<file path="src/rtl/core_pkg.sv">
// Shared core types for the vector store path.
//   NrLanes / AddrWidth : default lane count and byte-address width
//   insn_id_t           : vector instruction tag
//   vrf_data_t          : one 64-bit lane operand
//   store_req_t         : store request {id, addr, len (bytes)}
//   vstu_state_e        : vstore_unit FSM states
package core_pkg;

  localparam int unsigned NrLanes   = 4;
  localparam int unsigned AddrWidth = 32;

  typedef logic [3:0]  insn_id_t;
  typedef logic [63:0] vrf_data_t;

  typedef struct packed {
    insn_id_t               id;
    logic [AddrWidth-1:0]   addr;
    logic [15:0]            len;
  } store_req_t;

  typedef enum logic [1:0] {
    VSTU_IDLE,
    VSTU_BUSY,
    VSTU_WAIT_B,
    VSTU_DONE
  } vstu_state_e;

endpackage

</file>
<file path="src/rtl/vstore_unit_if.sv">
// Bundle of every handshake/bus signal of vstore_unit.
//   store_req_*  : request from vinsn_launcher
//   store_op_*   : per-lane operand streams
//   mem_w_*      : write-beat channel to memory
//   mem_b_*      : write-response channel
//   store_done_* : completion report
// Modports: slave = vstore_unit side, master = launcher/lanes/memory side.
interface vstore_unit_if #(
  parameter int unsigned NrLanes   = core_pkg::NrLanes,
  parameter int unsigned AddrWidth = core_pkg::AddrWidth
);
  import core_pkg::*;

  logic                          store_req_valid_i;
  logic                          store_req_ready_o;
  store_req_t                    store_req_i;

  logic [NrLanes-1:0]            store_op_valid_i;
  logic [NrLanes-1:0]            store_op_ready_o;
  vrf_data_t [NrLanes-1:0]       store_op_i;

  logic                          mem_w_valid_o;
  logic                          mem_w_ready_i;
  logic [AddrWidth-1:0]          mem_w_addr_o;
  logic [NrLanes*64-1:0]         mem_w_data_o;
  logic [NrLanes*8-1:0]          mem_w_strb_o;
  logic                          mem_w_last_o;

  logic                          mem_b_valid_i;
  logic                          mem_b_ready_o;

  logic                          store_done_o;
  insn_id_t                      store_done_id_o;
  logic                          store_done_gnt_i;

  modport slave (
    input  store_req_valid_i, store_req_i, store_op_valid_i, store_op_i,
           mem_w_ready_i, mem_b_valid_i, store_done_gnt_i,
    output store_req_ready_o, store_op_ready_o, mem_w_valid_o, mem_w_addr_o,
           mem_w_data_o, mem_w_strb_o, mem_w_last_o, mem_b_ready_o,
           store_done_o, store_done_id_o
  );

  modport master (
    output store_req_valid_i, store_req_i, store_op_valid_i, store_op_i,
           mem_w_ready_i, mem_b_valid_i, store_done_gnt_i,
    input  store_req_ready_o, store_op_ready_o, mem_w_valid_o, mem_w_addr_o,
           mem_w_data_o, mem_w_strb_o, mem_w_last_o, mem_b_ready_o,
           store_done_o, store_done_id_o
  );

endinterface

</file>
<file path="src/rtl/vstu_strb_gen.sv">
// Byte-strobe generator for one write beat.
//   i_rem  : bytes still to be written
//   o_strb : all-ones when i_rem >= BeatBytes, else the low i_rem bits set
//   o_last : this beat finishes the transfer (i_rem <= BeatBytes)
module vstu_strb_gen #(
  parameter int unsigned BeatBytes = 32
) (
  input  logic [15:0]          i_rem,
  output logic [BeatBytes-1:0] o_strb,
  output logic                 o_last
);

  always_comb begin
    o_strb = '0;
    for (int unsigned i = 0; i < BeatBytes; i++) begin
      o_strb[i] = (32'(i_rem) > i);
    end
    o_last = (32'(i_rem) <= BeatBytes);
  end

endmodule

</file>
<file path="src/rtl/vstore_unit.sv">
// Vector store unit: takes one store request at a time, streams the lane
// operands to memory as full-width beats, waits for the write response and
// reports completion to the launcher.
//   clk_i  : clock, rising edge
//   rst_ni : asynchronous active-low reset
//   bus    : vstore_unit_if.slave (request, lane operands, mem W/B, done)
module vstore_unit #(
  parameter int unsigned NrLanes   = core_pkg::NrLanes,
  parameter int unsigned AddrWidth = core_pkg::AddrWidth
) (
  input  logic          clk_i,
  input  logic          rst_ni,
  vstore_unit_if.slave  bus
);
  import core_pkg::*;

  localparam int unsigned BeatBytes = NrLanes * 8;

  vstu_state_e          r_state, w_state_next;
  logic [AddrWidth-1:0] r_addr;
  logic [15:0]          r_rem;
  insn_id_t             r_id;

  logic                 w_all_valid;
  logic                 w_valid;
  logic                 w_fire;
  logic                 w_accept;
  logic                 w_req_ready;
  logic                 w_b_ready;
  logic                 w_done;
  logic                 w_last;
  logic [BeatBytes-1:0] w_strb;
  logic [AddrWidth-1:0] w_req_addr;

  assign w_all_valid = &bus.store_op_valid_i;
  // Beat valid comes only from state and lane valids, never from mem_w_ready_i.
  assign w_valid     = (r_state == VSTU_BUSY) & w_all_valid;
  assign w_fire      = w_valid & bus.mem_w_ready_i;
  assign w_accept    = w_req_ready & bus.store_req_valid_i;
  assign w_req_addr  = AddrWidth'(bus.store_req_i.addr);

  vstu_strb_gen #(.BeatBytes(BeatBytes)) u_strb_gen (
    .i_rem  (r_rem),
    .o_strb (w_strb),
    .o_last (w_last)
  );

  always_ff @(posedge clk_i or negedge rst_ni) begin
    if (!rst_ni) r_state <= VSTU_IDLE;
    else         r_state <= w_state_next;
  end

  always_comb begin
    w_state_next = r_state;
    w_req_ready  = 1'b0;
    w_b_ready    = 1'b0;
    w_done       = 1'b0;
    unique case (r_state)
      VSTU_IDLE: begin
        w_req_ready = 1'b1;
        if (bus.store_req_valid_i)
          w_state_next = (bus.store_req_i.len == '0) ? VSTU_DONE : VSTU_BUSY;
      end
      VSTU_BUSY: begin
        if (w_fire && w_last) w_state_next = VSTU_WAIT_B;
      end
      VSTU_WAIT_B: begin
        w_b_ready = 1'b1;
        if (bus.mem_b_valid_i) w_state_next = VSTU_DONE;
      end
      VSTU_DONE: begin
        w_done = 1'b1;
        if (bus.store_done_gnt_i) w_state_next = VSTU_IDLE;
      end
      default: w_state_next = VSTU_IDLE;
    endcase
  end

  always_ff @(posedge clk_i or negedge rst_ni) begin
    if (!rst_ni) begin
      r_addr <= '0;
      r_rem  <= '0;
      r_id   <= '0;
    end else if (w_accept) begin
      r_id   <= bus.store_req_i.id;
      r_addr <= w_req_addr & ~AddrWidth'(BeatBytes - 1);
      r_rem  <= bus.store_req_i.len;
    end else if (w_fire) begin
      r_addr <= r_addr + AddrWidth'(BeatBytes);
      r_rem  <= (32'(r_rem) > BeatBytes) ? r_rem - 16'(BeatBytes) : '0;
    end
  end

  assign bus.store_req_ready_o = w_req_ready;
  assign bus.store_op_ready_o  = {NrLanes{w_fire}};
  assign bus.mem_w_valid_o     = w_valid;
  assign bus.mem_w_addr_o      = r_addr;
  assign bus.mem_w_data_o      = bus.store_op_i;
  assign bus.mem_w_strb_o      = w_strb;
  // Remaining count is zero outside a transfer, so last is qualified by state.
  assign bus.mem_w_last_o      = (r_state == VSTU_BUSY) & w_last;
  assign bus.mem_b_ready_o     = w_b_ready;
  assign bus.store_done_o      = w_done;
  assign bus.store_done_id_o   = r_id;

endmodule

</file>
<file path="src/flat_wrapper.sv">
// flat-port wrapper written by rule: the top's interface ports become plain ports
module vstore_unit_flat import core_pkg::*;
#(
  parameter int unsigned NrLanes   = core_pkg::NrLanes,
  parameter int unsigned AddrWidth = core_pkg::AddrWidth
)
  (clk_i, rst_ni, bus_store_req_valid_i, bus_store_req_i, bus_store_op_valid_i, bus_store_op_i, bus_mem_w_ready_i, bus_mem_b_valid_i, bus_store_done_gnt_i, bus_store_req_ready_o, bus_store_op_ready_o, bus_mem_w_valid_o, bus_mem_w_addr_o, bus_mem_w_data_o, bus_mem_w_strb_o, bus_mem_w_last_o, bus_mem_b_ready_o, bus_store_done_o, bus_store_done_id_o);
  vstore_unit_if #(.NrLanes(NrLanes), .AddrWidth(AddrWidth)) bus_i ();
  input  logic clk_i;
  input  logic rst_ni;
  input wire logic [$bits(bus_i.store_req_valid_i)-1:0] bus_store_req_valid_i;
  input wire logic [$bits(bus_i.store_req_i)-1:0] bus_store_req_i;
  input wire logic [$bits(bus_i.store_op_valid_i)-1:0] bus_store_op_valid_i;
  input wire logic [$bits(bus_i.store_op_i)-1:0] bus_store_op_i;
  input wire logic [$bits(bus_i.mem_w_ready_i)-1:0] bus_mem_w_ready_i;
  input wire logic [$bits(bus_i.mem_b_valid_i)-1:0] bus_mem_b_valid_i;
  input wire logic [$bits(bus_i.store_done_gnt_i)-1:0] bus_store_done_gnt_i;
  output wire logic [$bits(bus_i.store_req_ready_o)-1:0] bus_store_req_ready_o;
  output wire logic [$bits(bus_i.store_op_ready_o)-1:0] bus_store_op_ready_o;
  output wire logic [$bits(bus_i.mem_w_valid_o)-1:0] bus_mem_w_valid_o;
  output wire logic [$bits(bus_i.mem_w_addr_o)-1:0] bus_mem_w_addr_o;
  output wire logic [$bits(bus_i.mem_w_data_o)-1:0] bus_mem_w_data_o;
  output wire logic [$bits(bus_i.mem_w_strb_o)-1:0] bus_mem_w_strb_o;
  output wire logic [$bits(bus_i.mem_w_last_o)-1:0] bus_mem_w_last_o;
  output wire logic [$bits(bus_i.mem_b_ready_o)-1:0] bus_mem_b_ready_o;
  output wire logic [$bits(bus_i.store_done_o)-1:0] bus_store_done_o;
  output wire logic [$bits(bus_i.store_done_id_o)-1:0] bus_store_done_id_o;
  assign bus_i.store_req_valid_i = bus_store_req_valid_i;
  assign bus_i.store_req_i = bus_store_req_i;
  assign bus_i.store_op_valid_i = bus_store_op_valid_i;
  assign bus_i.store_op_i = bus_store_op_i;
  assign bus_i.mem_w_ready_i = bus_mem_w_ready_i;
  assign bus_i.mem_b_valid_i = bus_mem_b_valid_i;
  assign bus_i.store_done_gnt_i = bus_store_done_gnt_i;
  assign bus_store_req_ready_o = bus_i.store_req_ready_o;
  assign bus_store_op_ready_o = bus_i.store_op_ready_o;
  assign bus_mem_w_valid_o = bus_i.mem_w_valid_o;
  assign bus_mem_w_addr_o = bus_i.mem_w_addr_o;
  assign bus_mem_w_data_o = bus_i.mem_w_data_o;
  assign bus_mem_w_strb_o = bus_i.mem_w_strb_o;
  assign bus_mem_w_last_o = bus_i.mem_w_last_o;
  assign bus_mem_b_ready_o = bus_i.mem_b_ready_o;
  assign bus_store_done_o = bus_i.store_done_o;
  assign bus_store_done_id_o = bus_i.store_done_id_o;
  vstore_unit #(.NrLanes(NrLanes), .AddrWidth(AddrWidth)) u_core (.clk_i(clk_i), .rst_ni(rst_ni), .bus(bus_i));
endmodule
</file>
<file path="config.mk">
export PLATFORM = sky130hd
export DESIGN_NAME = vstore_unit_flat
export DESIGN_NICKNAME = d
export VERILOG_FILES = /design/src/rtl/core_pkg.sv /design/src/rtl/vstore_unit_if.sv /design/src/rtl/vstu_strb_gen.sv /design/src/rtl/vstore_unit.sv /design/src/flat_wrapper.sv
export SDC_FILE = /design/constraint.sdc
export NUM_CORES = 1
export LEC_CHECK = 0
export ABC_AREA = 1
export CAP_MARGIN = 20
export CORE_AREA = 8 8 245 247
export CTS_CLUSTER_SIZE = 8
export DETAILED_ROUTE_END_ITERATION = 10
export DIE_AREA = 0 0 253 255
export PLACE_DENSITY = 0.48
export REMOVE_ABC_BUFFERS = 1
export SYNTH_ARGS = -nofsm -noshare
export SYNTH_HDL_FRONTEND = slang
export SYNTH_SLANG_ARGS = --single-unit
</file>
<file path="constraint.sdc">
create_clock -name clk_i -period 4.2 [get_ports clk_i]
set_input_delay 0.84 -clock clk_i [delete_from_list [all_inputs] [get_ports clk_i]]
set_output_delay 0.84 -clock clk_i [all_outputs]
set_load 0.02 [all_outputs]
</file>
# Word-level counts from Yosys, hierarchy flattened
# Index checks and enable logic that the tools add are counted.
[word_totals]
register_bits = 54
in_bits = 318
output_inout_bits = 333
wordCells = 71
[op_classes]
addsub = 2
order_cmp = 34
n_eq_ne = 7
mux = 14
bitwise_logic = 4
reduce_logical = 6
[op_table]
columns = ["operator", "n"]
rows = [
  ["16-bit by 5-bit > comparator with 1-bit output, second input constant", 16],
  ["16-bit by 4-bit > comparator with 1-bit output, second input constant", 8],
  ["16-bit by 3-bit > comparator with 1-bit output, second input constant", 4],
  ["32-bit two-way mux", 2],
  ["16-bit two-way mux", 3],
  ["32-bit by 6-bit adder with 32-bit output, second input constant", 1],
  ["16-bit by 1-bit > comparator with 1-bit output, second input constant", 2],
  ["16-bit by 2-bit > comparator with 1-bit output, second input constant", 2],
  ["16-bit by 6-bit > comparator with 1-bit output, second input constant", 1],
  ["16-bit by 6-bit less-or-equal comparator with 1-bit output, second input constant", 1],
  ["16-bit zero test", 1],
  ["16-bit by 6-bit subtractor with 16-bit output, second input constant", 1],
  ["2-bit two-way mux", 5],
  ["2-bit != test, second input constant", 4],
  ["2-bit one-hot mux with 4 select lines", 1],
  ["4-bit AND reduction", 2],
  ["1-bit AND", 4],
  ["2-bit == test, second input constant", 2],
  ["1-bit two-way mux", 3],
  ["2-bit by 1-bit == test with 1-bit output, second input constant", 1],
  ["2-bit zero test", 1],
  ["2-bit nonzero test", 1],
  ["1-bit logical AND", 1],
]

# Logic depth before layout (Yosys ltp)
[logic_depth]
word_depth = 6
ltp_mapped = 11
mapped_depth_nobuf = 11

# Hierarchy
# A second synthesis with hierarchy kept.
[hier_totals]
cells_unflattened = 879
hier_area_um2 = 5878.1
[by_module_without_submodules]
columns = ["mod", "n_inst", "cells_per_inst", "area_per_inst_um2", "seq_area_each_um2"]
rows = [
  ["vstore_unit", 1, 781, 5371.4, 1226.2],
  ["vstu_strb_gen", 1, 98, 506.7, 0.0],
]

# Least setup slack after synthesis
# Ideal clock, no wire load.
[synth_timing]
kind = "input to output"
start = "in bus_store_op_valid_i[2]"
end = "out bus_store_op_ready_o[0]"
arrival_time_ps = 1534
required_time_ps = 3360
setup_slack_ps = 1826
cell_stages = 3
path_buffers = 1
cell_sequence = "nand3_1 -> nor3_4 -> buf_4"
[synth_between]
elab_chain_len = 3
[synth_rtl]
columns = ["element", "line_no", "text"]
rows = [
  ["start, declared", "flat_wrapper.sv:13", "input wire logic [$bits(bus_i.store_op_valid_i)-1:0] bus_store_op_valid_i;"],
  ["4-bit AND reduction", "vstore_unit.sv:35", "assign w_all_valid = &bus.store_op_valid_i;"],
  ["1-bit AND", "vstore_unit.sv:37", "assign w_valid = (r_state == VSTU_BUSY) & w_all_valid;"],
  ["1-bit AND", "vstore_unit.sv:38", "assign w_fire = w_valid & bus.mem_w_ready_i;"],
  ["end, declared", "flat_wrapper.sv:19", "output wire logic [$bits(bus_i.store_op_ready_o)-1:0] bus_store_op_ready_o;"],
]
# No other way between the ends.

# Final worst setup path
[layout_timing]
start = "reg u_core.r_rem[5]"
end = "out bus_mem_w_strb_o[16]"
[layout_between]
elab_chain_len = 1
[layout_rtl]
columns = ["element", "line_no", "text"]
rows = [
  ["start, declared", "vstore_unit.sv:21", "logic [15:0] r_rem;"],
  ["start signal, assigned", "vstore_unit.sv:87", "r_rem <= bus.store_req_i.len;"],
  ["start signal, assigned", "vstore_unit.sv:90", "r_rem <= (32'(r_rem) > BeatBytes) ? r_rem - 16'(BeatBytes) : '0;"],
  ["16-bit by 5-bit > comparator with 1-bit output", "vstu_strb_gen.sv:16", "o_strb[i] = (32'(i_rem) > i);"],
  ["end, declared", "flat_wrapper.sv:23", "output wire logic [$bits(bus_i.mem_w_strb_o)-1:0] bus_mem_w_strb_o;"],
]
# No other way between the ends.

==> results by group <==
Critical path
  • Slowest stage delay, CP: between 0.5 and 0.6 ns
  • Critical path cell sequence: inv_1 -> ha_1 -> and2_1 -> inv_1 -> nor3_1 -> nand3_1 -> nand2_1 -> inv_1 -> clkdlybuf4s50_1
  • Largest delay share family, worst path: buffers and inverters
  • CP Launch Type: flop
  • CP Buf/Inv Count: 4
  • Crit path launch: u_core.r_rem[5]
  • Critical path class: reg2out
  • Req. time, crit path: between 3 and 4 ns
  • Critical path's most frequent cell: inv_1
  • Slowest-stage cell, CP: clkdlybuf4s50_1
  • CP Capture Type: primary output
  • CP arrival: 2.50 ns
  • Worst R2R Start: u_core.r_state[1]
  • Worst-path fanout max: 6

Clocking
  • TritonCTS clock tree: built
  • Hold buffer count at cts: 0
  • H-tree level count: 2
  • Number of CTS-inserted buffers: 5
  • Clk_lat worst skew: 0.31 ns
  • Post-CTS Setup Bufs: 0
  • Clock Path Buffers: 2
  • Num Clock Sinks: a little under 50
  • Post-CTS Resized: 0
  • CTS clock-pin slew for the worst setup and hold paths: around 0.080 ns
  • CTS root buf: clkbuf_16

Global routing
  • GRT overflow: 0
  • Pin count of the biggest net entering global routing: 35
  • Vias in the first global route: approximately 5300
  • Total track usage: between 20 and 30%
  • Initial antenna violation count: 6
  • Global-route wire length before repair: approximately 110 mm

Worst hold path
  • Hold WC Path Type: reg2reg
  • Worst Hold Launch: u_core.r_rem[5]

Pwr
  • Leakage: roughly 2.5 nW
  • PD cells: 571 nW/um2
  • Final Power: about 3.6 mW
  • VDD IR max: 0.000209 V

Placed design
  • Pre-CTS setup slack: 0.850 ns
  • Post-Place Cell Area: a little over 6000 um2
  • Routability Congestion: between 1 and 1.5
  • Placed cell count: between 1000 and 1500
  • DP HPWL: around 93 mm
  • Count of input and output buffers: 128

Logic synthesis
  • Seq cells post-synth: 49
  • Mean Syn Cell Area: a little under 7 um2
  • Distinct cells, synth: 39
  • Synthesized area: between 5000 and 6000 um2
  • Main synth FF type: dfrtp_1
  • Post-synth EDFFs: 0
  • Seq/Total Area, Yosys: ~21%
  • Ys async rst share: 100%
  • Mapped Cells: between 800 and 900
  • YS warnings: 0

Timing
  • Final Slew Violations: 0
  • Max Clk Rate: between 200 and 300 MHz
  • Setup violators final: 0
  • Crit share post-route: ~80%
  • Setup_tns: 0 ns
  • Setup ws final: between 0.8 and 0.9 ns
  • Final min period: about 3.3 ns
  • WHS: approximately 0.47 ns
  • Slew HR: around 52%
  • Fin. Hold Viols: 0
  • Clock skew: 0.0102 ns
  • RSZ-0062 raised after global routing: false
  • Slew @ Worst Pin: slightly above 0.7 ns

Detailed routing
  • Average wire per standard cell: 64.7 um
  • First-pass iteration count of the detailed router: 5
  • Drt drc: 0
  • Via count: between 5000 and 6000
  • Vias/cell: about 3.7
  • DRT iter0 DRCs: 470
  • Detailed Route WL: 97.1 mm
  • Post-DRT Antenna Nets: 0

Floorplan
  • FP Rows: 87
  • DIE AREA: between 60000 and 70000 um2
  • Height of the die: between 200 and 300 um
  • Top Ports: 651
  • Die width: approximately 250 um
  • CORE AREA: about 56000 um2
  • Starting Density: a little over a tenth

Finish
  • Share of post-route cells with drive strength above 1: under 10%
  • Final Util: ~11%
  • Nets@finish: 1067
  • Area Growth Syn to Fin: 5.92%
  • Design Area, Final: approximately 6300 um2
  • Post-Layout Cell Count: 1501

Job
  • Max-Cap Viols: 0

Outcome
  • Status: finished clean
## path summary, 6_finish.rpt
path | end | slack [ns] | cells after the start
setup / recovery | bus_mem_w_strb_o[16] | 0.86 | 9
hold / removal | u_core.r_rem[5] | 0.47 | 1
setup reg to reg | u_core.r_rem[2] | 1.82 | 11
hold reg to reg | u_core.r_rem[5] | 0.47 | 1
max in group asynchronous | u_core.bus.store_done_id_o[0] | 2.77 | 2
min in group asynchronous | u_core.bus.mem_w_addr_o[13] | 0.56 | 1
## cells by family (layout without fill, tap and decap cells)
kind of cell / count (synthesis) / count (layout) / synth area share [%]
xor gates and xnor gates: 12 / 12 / 1.77
adders and majority gates: 7 / 7 / 1.47
and+or+nand+nor: 389 / 389 / 29.1
buffers and inverters: 350 / 211 / 39.9
DFF: 49 / 49 / 20.6
AOI/OAI and AO/OA: 70 / 70 / 7.04
other: 1 / 7 / 0.0631
## report_power, final
part	total [mW]	internal (mW)	switching (mW)
sequential	1.08	0.693	0.386
clock	0.504	0.287	0.217
combinational	2.01	0.752	1.26
total	3.59	1.73	1.86
## synthesized netlist by cell type (2+ instances only)
library cell | n | area [um2]
buf_2 | 5 | 25.0
dfrtp_1 | 49 | 1230
nand2_2 | 14 | 87.6
nand2_1 | 194 | 728
o21ai_0 | 27 | 135
nand4_1 | 6 | 37.5
ha_1 | 7 | 87.6
nor2_2 | 11 | 68.8
a211oi_1 | 2 | 15.0
a21o_1 | 2 | 15.0
a31oi_1 | 5 | 31.3
inv_1 | 62 | 233
nor2_1 | 92 | 345
o211ai_1 | 4 | 30.0
o21ai_2 | 2 | 17.5
inv_2 | 6 | 22.5
o21bai_1 | 6 | 45.0
nand3b_1 | 12 | 90.1
clkbuf_1 | 4 | 15.0
o21ai_1 | 4 | 20.0
a21oi_1 | 11 | 55.1
o22ai_1 | 4 | 25.0
nand3_1 | 44 | 220
nor2_4 | 6 | 67.6
nor3_1 | 3 | 15.0
nand2_4 | 2 | 22.5
xnor2_1 | 3 | 26.3
buf_4 | 266 | 2000
xor2_1 | 9 | 78.8
buf_6 | 7 | 78.8
## layer usage
layer  GRT usage (%)  share of wire [%]  vias up
met3            42.0                 31      131
met5            14.0                1.3        -
met1            10.4                 13     2330
met4            20.2                8.8       32
li1                -                  -     2199
met2            48.1                 46      923
## placed cells by master (no fill, tap or decap), types with 2 or more instances in the layout
cell type / n
nor3_1: 3
nand4_1: 6
inv_2: 6
nand2_4: 2
nand2_1: 194
nand3_1: 44
o211ai_1: 4
a31oi_1: 5
buf_4: 7
clkdlybuf4s50_1: 127
o21ai_0: 27
inv_1: 62
o21bai_1: 6
conb_1: 5
ha_1: 7
clkbuf_16: 5
o21ai_2: 2
o22ai_1: 4
a21o_1: 2
xor2_1: 9
diode_2: 2
nand3b_1: 12
dfrtp_1: 49
a211oi_1: 2
nor2_2: 11
inv_6: 2
a21oi_1: 11
nor2_4: 6
nand2_2: 14
o21ai_1: 4
xnor2_1: 3
nor2_1: 92
## registers in the layout, summed over array words and instances, names as in the netlist
name and flops:
u_core.bus.mem_w_addr_o 27, u_core.r_state 2, u_core.bus.store_done_id_o 4, u_core.r_rem 16
## layout make-up
cell class              instances  area (um2)
diodes                          2        5.00
clock buffers                   5         125
clock inverters                 3        47.5
fillers                      6601       49700
inverters                      68         255
multi-input cells             483        2360
flip-flops and latches         49        1230
well taps                     756         946
repair buffers                135        1330
Power figures use the tool's default switching activity.
